**config.mk**
```make
export PLATFORM = sky130hd
export DESIGN_NAME = board_io_debounce
export DESIGN_NICKNAME = d
export VERILOG_FILES = /design/src/rtl/board_io_debounce.sv
export SDC_FILE = /design/constraint.sdc
export NUM_CORES = 1
export LEC_CHECK = 0
export ABC_AREA = 1
export CAP_MARGIN = 20
export CORE_ASPECT_RATIO = 0.5
export CORE_UTILIZATION = 45
export CTS_CLUSTER_DIAMETER = 40
export CTS_CLUSTER_SIZE = 20
export DETAILED_ROUTE_END_ITERATION = 10
export GPL_ROUTABILITY_DRIVEN = 1
export PLACE_DENSITY = 0.67
export SLEW_MARGIN = 40
export SYNTH_ARGS = -nofsm -noshare
export SYNTH_HDL_FRONTEND = slang
export SYNTH_SLANG_ARGS = --single-unit
```
**constraint.sdc**
```tcl
create_clock -name clk_sys_i -period 2.69 [get_ports clk_sys_i]
set_clock_uncertainty 0.15 [all_clocks]
set_input_delay 0.538 -clock clk_sys_i [delete_from_list [all_inputs] [get_ports clk_sys_i]]
set_output_delay 0.538 -clock clk_sys_i [all_outputs]
set_load 0.1 [all_outputs]
```
**src/rtl/board_io_debounce.sv**
```systemverilog
`default_nettype none
// ============================================================================
// Module      : board_io_debounce
// Description : Conditioning block for asynchronous board inputs (switches,
//               buttons). Each channel gets a multi-stage synchroniser, a
//               runtime-programmable debounce counter, an optional toggle
//               (latch) mode, and one-cycle rise/fall event pulses.
// Revision    : 1.0 - initial release
// ----------------------------------------------------------------------------
// Parameters:
//   NumInputs   - number of independent input channels
//   SyncStages  - flops per synchroniser chain (2..4)
//   CntWidth    - debounce counter width in bits
//   ResetValue  - reset value of sync chain, stable and toggle state
//   ToggleMask  - bit set = channel runs in toggle mode
// Ports:
//   clk_sys_i     in   1          system clock
//   rst_sys_ni    in   1          asynchronous active-low reset
//   in_i          in   NumInputs  raw asynchronous board inputs
//   cfg_cycles_i  in   CntWidth   debounce threshold (0 behaves as 1)
//   level_o       out  NumInputs  debounced level / toggle state
//   rise_o        out  NumInputs  one-cycle pulse on level_o 0->1
//   fall_o        out  NumInputs  one-cycle pulse on level_o 1->0
//   event_o       out  1          OR of all rise_o/fall_o bits
// ============================================================================
module board_io_debounce #(
  parameter int unsigned          NumInputs  = 8,
  parameter int unsigned          SyncStages = 2,
  parameter int unsigned          CntWidth   = 16,
  parameter logic [NumInputs-1:0] ResetValue = '0,
  parameter logic [NumInputs-1:0] ToggleMask = '0
) (
  input  logic                 clk_sys_i,
  input  logic                 rst_sys_ni,
  input  logic [NumInputs-1:0] in_i,
  input  logic [CntWidth-1:0]  cfg_cycles_i,
  output logic [NumInputs-1:0] level_o,
  output logic [NumInputs-1:0] rise_o,
  output logic [NumInputs-1:0] fall_o,
  output logic                 event_o
);

  localparam logic [CntWidth-1:0] c_cnt_zero = '0;
  localparam logic [CntWidth-1:0] c_cnt_one  = {{(CntWidth-1){1'b0}}, 1'b1};

  // --------------------------------------------------------------------------
  // Synchroniser chain. Every stage resets to ResetValue so that leaving
  // reset with the pins already at ResetValue produces no activity.
  // --------------------------------------------------------------------------
  logic [NumInputs-1:0] r_sync [SyncStages];
  logic [NumInputs-1:0] w_s;

  always_ff @(posedge clk_sys_i or negedge rst_sys_ni) begin
    if (!rst_sys_ni) begin
      for (int k = 0; k < int'(SyncStages); k++) begin
        r_sync[k] <= ResetValue;
      end
    end else begin
      r_sync[0] <= in_i;
      for (int k = 1; k < int'(SyncStages); k++) begin
        r_sync[k] <= r_sync[k-1];
      end
    end
  end

  assign w_s = r_sync[SyncStages-1];

  // --------------------------------------------------------------------------
  // Effective threshold minus one. A programmed value of zero is treated as
  // one, so the commit comparison is simply cnt >= T-1 with T-1 never
  // underflowing. The counter therefore tops out at 2^CntWidth-2.
  // --------------------------------------------------------------------------
  logic [CntWidth-1:0] w_thresh_m1;

  assign w_thresh_m1 = (cfg_cycles_i == c_cnt_zero) ? c_cnt_zero
                                                    : (cfg_cycles_i - c_cnt_one);

  // --------------------------------------------------------------------------
  // Per-channel debounce. The state is implicit in (stable, cnt):
  //   s == stable             -> idle, counter cleared
  //   s != stable, cnt < T-1  -> keep counting
  //   s != stable, cnt >= T-1 -> commit s into stable, counter cleared
  // Any return of s to the stable value before commit clears the counter,
  // which is what rejects glitches shorter than T cycles.
  // --------------------------------------------------------------------------
  logic [NumInputs-1:0] w_commit;
  logic [NumInputs-1:0] w_level_nxt;

  for (genvar i = 0; i < int'(NumInputs); i++) begin : g_ch
    logic                r_stable;
    logic [CntWidth-1:0] r_cnt;
    logic                w_differs;

    assign w_differs   = (w_s[i] != r_stable);
    // The threshold is compared live, so lowering it below the current
    // count commits on the very next edge.
    assign w_commit[i] = w_differs && (r_cnt >= w_thresh_m1);

    always_ff @(posedge clk_sys_i or negedge rst_sys_ni) begin
      if (!rst_sys_ni) begin
        r_stable <= ResetValue[i];
        r_cnt    <= c_cnt_zero;
      end else if (!w_differs) begin
        r_cnt    <= c_cnt_zero;
      end else if (w_commit[i]) begin
        r_stable <= w_s[i];
        r_cnt    <= c_cnt_zero;
      end else begin
        r_cnt    <= r_cnt + c_cnt_one;
      end
    end

    if (ToggleMask[i]) begin : g_toggle
      // Latch behaviour: only a committed press (stable 0->1) flips the
      // output; a committed release leaves it alone.
      logic r_toggle;
      logic w_toggle_nxt;

      assign w_toggle_nxt = r_toggle ^ (w_commit[i] & w_s[i]);

      always_ff @(posedge clk_sys_i or negedge rst_sys_ni) begin
        if (!rst_sys_ni) begin
          r_toggle <= ResetValue[i];
        end else begin
          r_toggle <= w_toggle_nxt;
        end
      end

      assign w_level_nxt[i] = w_toggle_nxt;
    end else begin : g_level
      assign w_level_nxt[i] = w_commit[i] ? w_s[i] : r_stable;
    end
  end

  // --------------------------------------------------------------------------
  // Output stage. The level register is loaded with the same next value that
  // feeds stable/toggle, so level_o changes on the commit edge itself. The
  // edge pulses compare that next value against the currently shown level,
  // placing each pulse in exactly the first cycle of the new level.
  // --------------------------------------------------------------------------
  logic [NumInputs-1:0] r_level;
  logic [NumInputs-1:0] r_rise;
  logic [NumInputs-1:0] r_fall;
  logic                 r_event;
  logic [NumInputs-1:0] w_rise_nxt;
  logic [NumInputs-1:0] w_fall_nxt;

  assign w_rise_nxt = w_level_nxt & ~r_level;
  assign w_fall_nxt = ~w_level_nxt & r_level;

  always_ff @(posedge clk_sys_i or negedge rst_sys_ni) begin
    if (!rst_sys_ni) begin
      r_level <= ResetValue;
      r_rise  <= '0;
      r_fall  <= '0;
      r_event <= 1'b0;
    end else begin
      r_level <= w_level_nxt;
      r_rise  <= w_rise_nxt;
      r_fall  <= w_fall_nxt;
      r_event <= |(w_rise_nxt | w_fall_nxt);
    end
  end

  assign level_o = r_level;
  assign rise_o  = r_rise;
  assign fall_o  = r_fall;
  assign event_o = r_event;

endmodule
`default_nettype wire

```
==> impl_metrics.csv, run 1 <==
group,metric,value,unit
run_status,outcome,"finished, violations left",
run_status,violations,"setup timing",
logic_synthesis,ys_ff_latch,177,
cells_and_area,final_util,66.6,%
power,peakVddDrop,0.478,mV
power,leakage,7.58,nW
logic_synthesis,ys.flop_type,"dfrtp_1",
cells_and_area,multi_input_area,9070,µm²
logic_synthesis,netlist_area,11800,µm²
setup_path,ff2ff_path_depth,10,
cells_and_area,seq_area,4430,µm²
detailed_routing,vias_per_cell,5.38,
place,portBuffers,50,
cells_and_area,fin_area,17000,µm²
global_routing,grt_max_degree,55,
clock_network,cts_buffer_depth,2,
logic_synthesis,yosysMostFrequentCell,"nand2_1",
timing,period_share,123,%
timing,hold_slack,0.202,ns
logic_synthesis,syn_inst,1406,
floorplan,fp.dieArea,26900,µm²
floorplan,row_count,41,
clock_network,clk_latency,0.46,ns
timing,final_hold_viol_count,0,
global_routing,grt-busiest-layer,"met2",
cells_and_area,nets,1806,
place,dpl.hpwl,21700,µm
floorplan,initial_utilization,46.3,%
global_routing,grtUsageMet1,32.0,%
logic_synthesis,synth_top_cells_by_area,"dfrtp_1 38%, ha_1 16%, nand2_1 10%",
setup_path,crit_arrival,3.52,ns
timing,rsz0062_at_grt,"true",
detailed_routing,ant_nets,0,
detailed_routing,via_count,10700,
detailed_routing,dr.first_iter.drc_count,691,
timing,maxSlewHeadroom,60.2,%
place,place_area,13500,µm²
place,place_ws,-1.66,ns
setup_path,r2r-start,"g_ch[4].r_cnt[9]",
hold_path,hold_class,"reg -> reg",
global_routing,grt_pass1_vias,10300,
power,p_per_area,367,nW/µm²
logic_synthesis,ys_async_sr_fraction,100,%
logic_synthesis,yosys.area.top_type_share,37.5,%
logic_synthesis,ys_seq_area_share,37.5,%
floorplan,die-width,231,µm
timing,maxSlewViolCount,0,
clock_network,clk_pin_slew_worst_paths,0.07,ns
global_routing,use_met2,42.1,%
clock_network,cts_tree,"done",
place,gp_congestion,0.888,
hold_path,hp-start,"r_sync[9]",
setup_path,endpoint_kind,"register",
floorplan,pin_count,51,
detailed_routing,routed_wl,35600,µm
logic_synthesis,synth_commonest_cells,"318 x nand2_1, 196 x nor2_1, 177 x dfrtp_1, 154 x ha_1, 134 x inv_1",
timing,fin_crit,3.32,ns
floorplan,die_h,117,µm
cells_and_area,diodes,0,
global_routing,grt_usage,24.9,%
logic_synthesis,yosys_warnings,0,
cells_and_area,n_fill_cell,1742,
global_routing,met3_usage,4.91,%
clock_network,clock-sinks,177,
logic_synthesis,yosysTopAreaCell,"dfrtp_1",
cells_and_area,syn_to_final_growth,43.9,%
global_routing,overflow,0,
timing,setup_viol,154,
global_routing,grt_first_pass_wirelength,51900,µm
detailed_routing,dr.pass1.iters,5,
timing,worstMarginPinSlew,0.595,ns
logic_synthesis,ys_types,40,
detailed_routing,drc,0,
hold_path,holdPathStages,0,
logic_synthesis,syn_area_per_cell,8.39,µm²
setup_path,crit_type,"in -> reg",
setup_path,path_max_fanout,4,
timing,tns,-29.95,ns
cells_and_area,drive_gt1_share,38.4,%
flow_run,maxCapViolCount,0,
detailed_routing,wl_per_cell,17.9,µm
clock_network,clk_root_buffer_cell,"clkbuf_16",
setup_path,required,2.89,ns
setup_path,startpoint_type,"input port",
logic_synthesis,synth_edf_count,0,
timing,clock.fmax,301,MHz
floorplan,coreArea,25500,µm²
timing,setup_ws,-0.630,ns
global_routing,antenna_found_initial,0,
setup_path,startpoint,"cfg_cycles_i[1]",
logic_synthesis,synth_nets,1586,
clock_network,cts_buffers,17,
clock_network,h-tree-depth,4,
-- kinds of logic (layout without fill, tap and decap cells) --
family | count (synthesis) | after routing | synth area share [%]
XOR/XNOR | 102 | 102 | 7.57
buffers and inverters | 144 | 371 | 5.17
flip-flops | 177 | 177 | 37.5
AND/OR/NAND/NOR | 735 | 741 | 28.8
AO/OA/AOI/OAI | 94 | 94 | 4.64
adder cells (fa/ha/maj) | 154 | 154 | 16.3
-- per-layer routing --
layer | vias to the layer above | routed length [µm] | share of wire [%]
met5 | - | 0 | 0
met4 | 0 | 1560 | 4.4
met3 | 115 | 1910 | 5.4
met2 | 351 | 17100 | 48
met1 | 5166 | 15000 | 42
li1 | 5032 | - | -
-- sequential cells by signal, summed over array words and instances, names as in the netlist --
name,cells
event_o,1
fall_o,8
g_ch.r_cnt,128
g_ch.r_stable,8
level_o,8
r_sync,8
rise_o,8
w_s,8
-- timing repair --
item                                    in CTS  in global routing
resized for setup                          252                215
endpoints found under the hold margin       46                  0
setup buffers                               50                 27
cloned                                       6                  2
endpoints found under the setup margin     161                161
hold buffers                                 1                  0
pin swaps                                  101                102
-- critical path: stages --
cell      delay (ns)
buf_6           0.10
buf_6           0.12
inv_12          0.05
ha_4            0.13
nand2_4         0.05
nor2_4          0.11
nand2_4         0.08
nor2_4          0.15
nor2_1          0.09
nand3b_1        0.28
buf_6           0.22
ha_4            0.29
nand2_4         0.07
nor4_4          0.25
nand2_2         0.13
nand3_2         0.10
nand2_2         0.08
ha_4            0.31
nand4_1         0.10
or2_4           0.25
-- cells in the final DEF, fill, tap and decap left out, types with 14 or more instances in the layout --
cell,Yosys,layout
nand2_1,318,239
xor2_1,80,78
ha_4,0,90
nand2_2,10,62
buf_12,1,18
a21oi_1,52,29
nor2_2,46,68
nand3_4,6,20
nand3_2,11,22
nor2_4,2,22
buf_4,0,117
nand4_1,15,15
nor3_1,24,19
inv_2,1,14
clkbuf_16,0,19
buf_6,7,42
nand2_4,0,24
ha_1,154,58
a21oi_2,6,25
inv_1,134,118
dfrtp_1,177,177
nand3_1,70,50
nor2_1,196,154
xnor2_1,22,22
-- area by class of cell --
class,instances,share of cell area [%]
Clock inverter,13,0.751
Tap cell,344,2.53
Timing Repair Buffer,204,11.5
Sequential cell,177,26.1
Clock buffer,19,2.55
Multi-Input combinational cell,1091,53.4
Inverter,135,3.16
-- where the power goes --
part,leakage [nW],total [mW],internal [mW],switching (mW)
logic,4.89,1.02,0.439,0.585
registers,2.42,2.76,2.70,0.0561
clock network,0.271,2.46,1.29,1.17
total,7.58,6.24,4.43,1.81
-- final timing paths --
path	endpoint	slack (ns)
worst min-delay path	w_s[1]	0.20
worst min register to register	w_s[1]	0.20
worst max register to register	event_o	0.13
max in group asynchronous	g_ch[7].r_cnt[10]	1.15
worst max-delay path	event_o	-0.63
min in group asynchronous	g_ch[4].r_cnt[8]	0.44
-- metrics by stage --
step | power [mW] | cells
floorplan | 3.17 | 1406
global placement | 3.46 | 1872
finish | 6.24 | 1983
CTS | 6.08 | 1960
global route | 6.46 | 1983
detailed placement | 3.50 | 1872
(Power assumes the default switching activity.)
==> inputs of run 2 (changes only) <==
- clock period: 2.69 -> 3.7 ns (I/O delays scaled with it)
==> run 2 against run 1 <==
The run now ends clean; clock-buffer cell count unchanged; critical endpoint unchanged; sequential power shrank 28%; non-clock buffer count decreased by 30; largest power group unchanged; largest cell class unchanged; combinational power fell by 44%.
==> impl_metrics.csv, run 2 (synthesis gave the netlist of run 1 again) <==
group,metric,value,unit
run_status,outcome,"complete, no violations",
place,gp_congestion,0.906,
global_routing,antenna_found_initial,0,
place,place_area,13400,µm²
clock_network,clk_root_buffer_cell,"clkbuf_16",
setup_path,startpoint_type,"input port",
global_routing,grt_first_pass_wirelength,48300,µm
cells_and_area,layout_common_cells,"282 x nand2_1, 185 x nor2_1, 177 x dfrtp_1",
timing,maxSlewViolCount,0,
timing,clock.fmax,272,MHz
power,p_per_area,299,nW/µm²
cells_and_area,layout_commonest_cell,"nand2_1",
cells_and_area,seq_area,4430,µm²
power,leakage,7.28,nW
place,dp_cells,1891,
power,peakVddDrop,0.304,mV
setup_path,required,3.90,ns
detailed_routing,top_layer_used,"met4",
setup_path,crit_arrival,3.87,ns
detailed_routing,drc,0,
global_routing,grt_max_degree,90,
timing,period_share,99.3,%
setup_path,endpoint_kind,"register",
floorplan,die_h,117,µm
clock_network,cts_tree,"done",
global_routing,grt_usage,23.2,%
floorplan,coreArea,25500,µm²
timing,final_hold_viol_count,0,
timing,fin_crit,3.67,ns
cells_and_area,largest_reg_flops,128,
place,portBuffers,50,
detailed_routing,dr.first_iter.drc_count,620,
timing,maxSlewHeadroom,49.9,%
cells_and_area,multi_input_area,7400,µm²
clock_network,cts_buffers,17,
clock_network,clk_pin_slew_worst_paths,0.07,ns
detailed_routing,vias_per_cell,5.16,
global_routing,grt_pass1_vias,9821,
timing,setup_viol,0,
power,swShare,26.8,%
floorplan,row_count,41,
setup_path,path_max_fanout,3,
detailed_routing,routed_wl,30600,µm
cells_and_area,top_register,"g_ch.r_cnt",
global_routing,overflow,0,
detailed_routing,wl_met3,1040,µm
floorplan,fp.dieArea,26900,µm²
cells_and_area,syn_to_final_growth,26.1,%
flow_run,maxCapViolCount,0,
cells_and_area,nets,1771,
setup_path,crit_type,"in -> reg",
cells_and_area,n_fill_cell,2126,
detailed_routing,dr.pass1.iters,7,
detailed_routing,via_count,10100,
floorplan,die-width,231,µm
cells_and_area,fin_area,14900,µm²
detailed_routing,dr_wl_met2,14700,µm
power,p_seq_share,44.9,%
place,dpl.hpwl,22000,µm
power,switching_power,1.19,mW
clock_network,holdBufCountCts,0,
detailed_routing,wl_per_cell,15.7,µm
cells_and_area,diodes,0,
floorplan,initial_utilization,46.3,%
detailed_routing,drt-met1-wl,13900,µm
power,combPwrFrac,12.9,%
timing,tns,0,ns
clock_network,cts_buffer_depth,2,
power,clockPowerShare,42.2,%
power,internal_power,3.26,mW
hold_path,hold_class,"in -> async",
clock_network,h-tree-depth,4,
timing,worstMarginPinSlew,0.751,ns
clock_network,clock-sinks,177,
floorplan,pin_count,51,
cells_and_area,drive_gt1_share,24.4,%
clock_network,clk_latency,0.45,ns
detailed_routing,ant_nets,0,
cells_and_area,fin_cells,1948,
run 2: cell types whose count changed in the layout (fill, tap and decap cells not counted), moves of 24 or more:
cell     previous run  this run
nand2_2            62        38
ha_1               58       140
nor2_1            154       185
buf_6              42        18
nand2_1           239       282
ha_4               90        13
run 2: timing repair:
item	in CTS	in global routing
setup endpoints to repair	1	1
pin swaps	18	51
gates resized for setup	57	142
setup buffers	9	15
cloned	1	0
run 2: final timing paths:
check                                 start               end  slack [ns]  cells past startpoint
max                         cfg_cycles_i[8]           event_o        0.03                     19
min                              rst_sys_ni            w_s[5]        0.15                      1
max reg2reg                g_ch[7].r_cnt[5]           event_o        1.10                     14
min reg2reg                      r_sync[15]            w_s[7]        0.20                      0
max in group asynchronous        rst_sys_ni  g_ch[4].r_cnt[8]        2.40                      2
min in group clk_sys_i           r_sync[15]            w_s[7]        0.20                      0
run 2: area by class of cell:
class,instances,share of cell area (%)
multi-input combinational,1086,49.7
clock buffer,19,2.91
inverter,135,3.40
timing repair buffer,174,10.2
clock inverter,13,1.09
sequential,177,29.8
tap,344,2.89
run 2: power groups by stage:
stage / sequential, mW / combinational (mW) / clock, mW
final: 2.00 / 0.575 / 1.88
after detailed placement: 2.04 / 0.513 / 0
after global placement: 2.04 / 0.495 / 0
after global routing: 2.00 / 0.639 / 2.00
after CTS: 2.00 / 0.531 / 1.92
after floorplan: 2.03 / 0.255 / 0
run 2: stage by stage:
stage                     total power [mW]  util [%]  setup slack (ns)  hold slack (ns)
after floorplan                       2.29         -            0.0169            0.181
after global placement                2.53      53.0            -0.917            0.184
after detailed placement              2.55      52.6            -0.923            0.186
after CTS                             4.45      55.9           0.00109            0.181
after global routing                  4.65      58.4           -0.0896            0.199
final                                 4.46      58.4            0.0262            0.155
run 2: critical path, stage by stage:
cell           delay (ns)
dlygate4sd2_1        0.33
inv_1                0.12
nand2_2              0.11
nor2_4               0.04
buf_4                0.13
nand4_1              0.15
buf_6                0.15
nand3_4              0.10
buf_4                0.17
ha_1                 0.30
a21oi_1              0.15
o21ai_1              0.11
a21oi_2              0.24
nand2_2              0.09
nand2_2              0.07
nand2_2              0.06
ha_1                 0.28
nand4_1              0.22
or2_4                0.31
run 2: per-layer routing:
metal / GRT usage (%) / up-vias
met2: 39.7 / 217
met5: 0 / -
met3: 4.27 / 73
met1: 29.4 / 4820
met4: 9.05 / 0
li1: - / 4940
==> inputs of run 3 (changes only) <==
- MAX_ROUTING_LAYER: unset -> met4
==> run 3 against run 2 <==
Worst hold slack got worse by 0.081 ns; register-to-register slack improved by 0.08 ns; fmax rose by 1.9%; die area did not move; sequential power barely moved; total power fell by 1.1%; final cell count rose by 0.56%; first-iteration DRC count rose by 12%; critical path depth rose by 3; cell area rose by 0.31%; clock-buffer cell count rose by 1; largest power group unchanged; highest routed layer unchanged; largest cell class unchanged; sequential share of layout area fell by 0.092 points.
==> impl_metrics.csv, run 3 (synthesis gave the netlist of run 1 again) <==
group,metric,value,unit
setup_path,crit_arrival,3.80,ns
timing,final_hold_viol_count,0,
cells_and_area,largest_reg_flops,128,
floorplan,die_h,117,µm
setup_path,startpoint,"cfg_cycles_i[0]",
floorplan,fp.dieArea,26900,µm²
power,swShare,27.0,%
clock_network,clk_pin_slew_worst_paths,0.07,ns
timing,clock.fmax,277,MHz
cells_and_area,syn_to_final_growth,26.5,%
detailed_routing,wl_per_cell,15.6,µm
setup_path,path_buf_inv,5,
clock_network,h-tree-depth,4,
setup_path,required,3.90,ns
place,place_area,13400,µm²
detailed_routing,dr.first_iter.drc_count,692,
setup_path,worstPathCellList,"clkbuf_2, inv_2, buf_4, ha_4, nor3b_4, buf_6, nand2_8, nand3_4, buf_8, ha_1, nand2_1, nor2_1, and2_1, nor2_1, nand2_1, nand2_2, nand2_1, nand2_2, nand2_2, ha_4, nand4_1, or2_4",
detailed_routing,via_count,10100,
setup_path,cpLargestDelayFamily,"simple AND/OR/NAND/NOR gates",
power,p_seq_share,45.5,%
floorplan,row_count,41,
power,clockPowerShare,41.5,%
place,portBuffers,50,
hold_path,hold_class,"in -> async",
floorplan,pin_count,51,
floorplan,die-width,231,µm
detailed_routing,dr.pass1.iters,7,
power,power,4.40,mW
cells_and_area,nets,1782,
detailed_routing,ant_nets,0,
global_routing,grt_pass1_vias,9930,
place,gp_congestion,0.905,
power,p_per_area,295,nW/µm²
setup_path,crit_path_max_incr_delay,0.35,ns
global_routing,antenna_found_initial,0,
global_routing,grt_first_pass_wirelength,48800,µm
setup_path,path_max_fanout,5,
timing,period_share,97.5,%
setup_path,rr_endpoint,"event_o",
timing,maxSlewViolCount,0,
global_routing,overflow,0,
timing,maxSlewHeadroom,66.6,%
flow_run,maxCapViolCount,0,
setup_path,crit_type,"in -> reg",
cells_and_area,layout_commonest_cell,"nand2_1",
cells_and_area,top_register,"g_ch.r_cnt",
detailed_routing,vias_per_cell,5.13,
timing,worstMarginPinSlew,0.504,ns
cells_and_area,drive_gt1_share,25.6,%
setup_path,endpoint,"event_o",
setup_path,path_depth,22,
clock_network,clk_latency,0.46,ns
clock_network,cts_tree,"done",
clock_network,cts_buffers,17,
run_status,outcome,"complete, no violations",
place,dpl.hpwl,22300,µm
power,peakVddDrop,0.291,mV
power,leakage,7.28,nW
clock_network,clock-sinks,177,
power,internal_power,3.22,mW
timing,setup_viol,0,
floorplan,initial_utilization,46.3,%
global_routing,grt_max_degree,65,
clock_network,cts_buffer_depth,2,
setup_path,startpoint_type,"input port",
floorplan,coreArea,25500,µm²
cells_and_area,layout_common_cells,"281 x nand2_1, 184 x nor2_1, 177 x dfrtp_1",
clock_network,clk_root_buffer_cell,"clkbuf_16",
cells_and_area,diodes,0,
detailed_routing,drc,0,
power,switching_power,1.19,mW
timing,fin_crit,3.61,ns
detailed_routing,routed_wl,30500,µm
setup_path,crit_slowest_cell,"nor3b_4",
power,combPwrFrac,13.1,%
setup_path,ff2ff_path_depth,14,
setup_path,ff2ff_setup_slack,1.18,ns
setup_path,endpoint_kind,"register",
setup_path,r2r-start,"g_ch[0].r_cnt[0]",
global_routing,grt_usage,24.1,%
cells_and_area,fin_area,14900,µm²
[run 3: cell types whose count changed in the layout (fill, tap and decap cells not counted), sizes merged]
cell	change
buf	+11
clkbuf	+2
clkinv	-2
inv	+2
bufinv	-1
dlygate4sd2	-1
[run 3: metal layers]
metal  vias up  track usage [%]  share of wire (%)
met5         -                -                  0
met4         0             10.4                3.4
met3        73             3.25                2.8
met2       183             40.3                 48
met1      4850             29.7                 46
li1       4953                -                  -
[run 3: area by class of cell]
cell class	count	area [µm²]
well taps	344	430
inverters	135	507
fillers	2134	10600
flip-flops and latches	177	4430
clock buffers	20	447
repair buffers	185	1570
clock inverters	12	133
multi-input cells	1086	7410
[run 3: worst min-delay path by stage]
stage	from	endpoint	slack, ns
floorplan	r_sync[8]	w_s[0]	0.18
global placement	r_sync[15]	w_s[7]	0.18
detailed placement	r_sync[9]	w_s[1]	0.18
CTS	rst_sys_ni	w_s[5]	0.09
global route	rst_sys_ni	w_s[5]	0.12
finish	rst_sys_ni	w_s[2]	0.07
[run 3: metrics by stage]
| step | utilization (%) | cells | TNS [ns] | hold slack (ns) | setup slack [ns] |
|---|---|---|---|---|---|
| final | 58.6 | 1959 | 0 | 0.0736 | 0.0942 |
| after global routing | 58.6 | 1959 | -0.0718 | 0.116 | -0.0718 |
| after CTS | 56.3 | 1943 | 0 | 0.0882 | 0.00548 |
| after detailed placement | 52.5 | 1890 | -49.97 | 0.185 | -1.06 |
| after global placement | 52.9 | 1890 | -41.17 | 0.183 | -1.01 |
| after floorplan | - | 1406 | 0 | 0.181 | 0.0169 |
[run 3: power groups by stage]
stage / clock [mW] / sequential [mW] / combinational (mW)
floorplan: 0 / 2.03 / 0.255
global placement: 0 / 2.04 / 0.493
detailed placement: 0 / 2.04 / 0.513
CTS: 1.87 / 2.00 / 0.538
global route: 1.96 / 2.01 / 0.635
finish: 1.83 / 2.00 / 0.575
[run 3: timing repair]
item,CTS,global route
buffers inserted,20,16
setup endpoints to repair,2,2
pin swaps,24,48
hold buffers,0,0
cloned,1,0
resized for setup,79,127
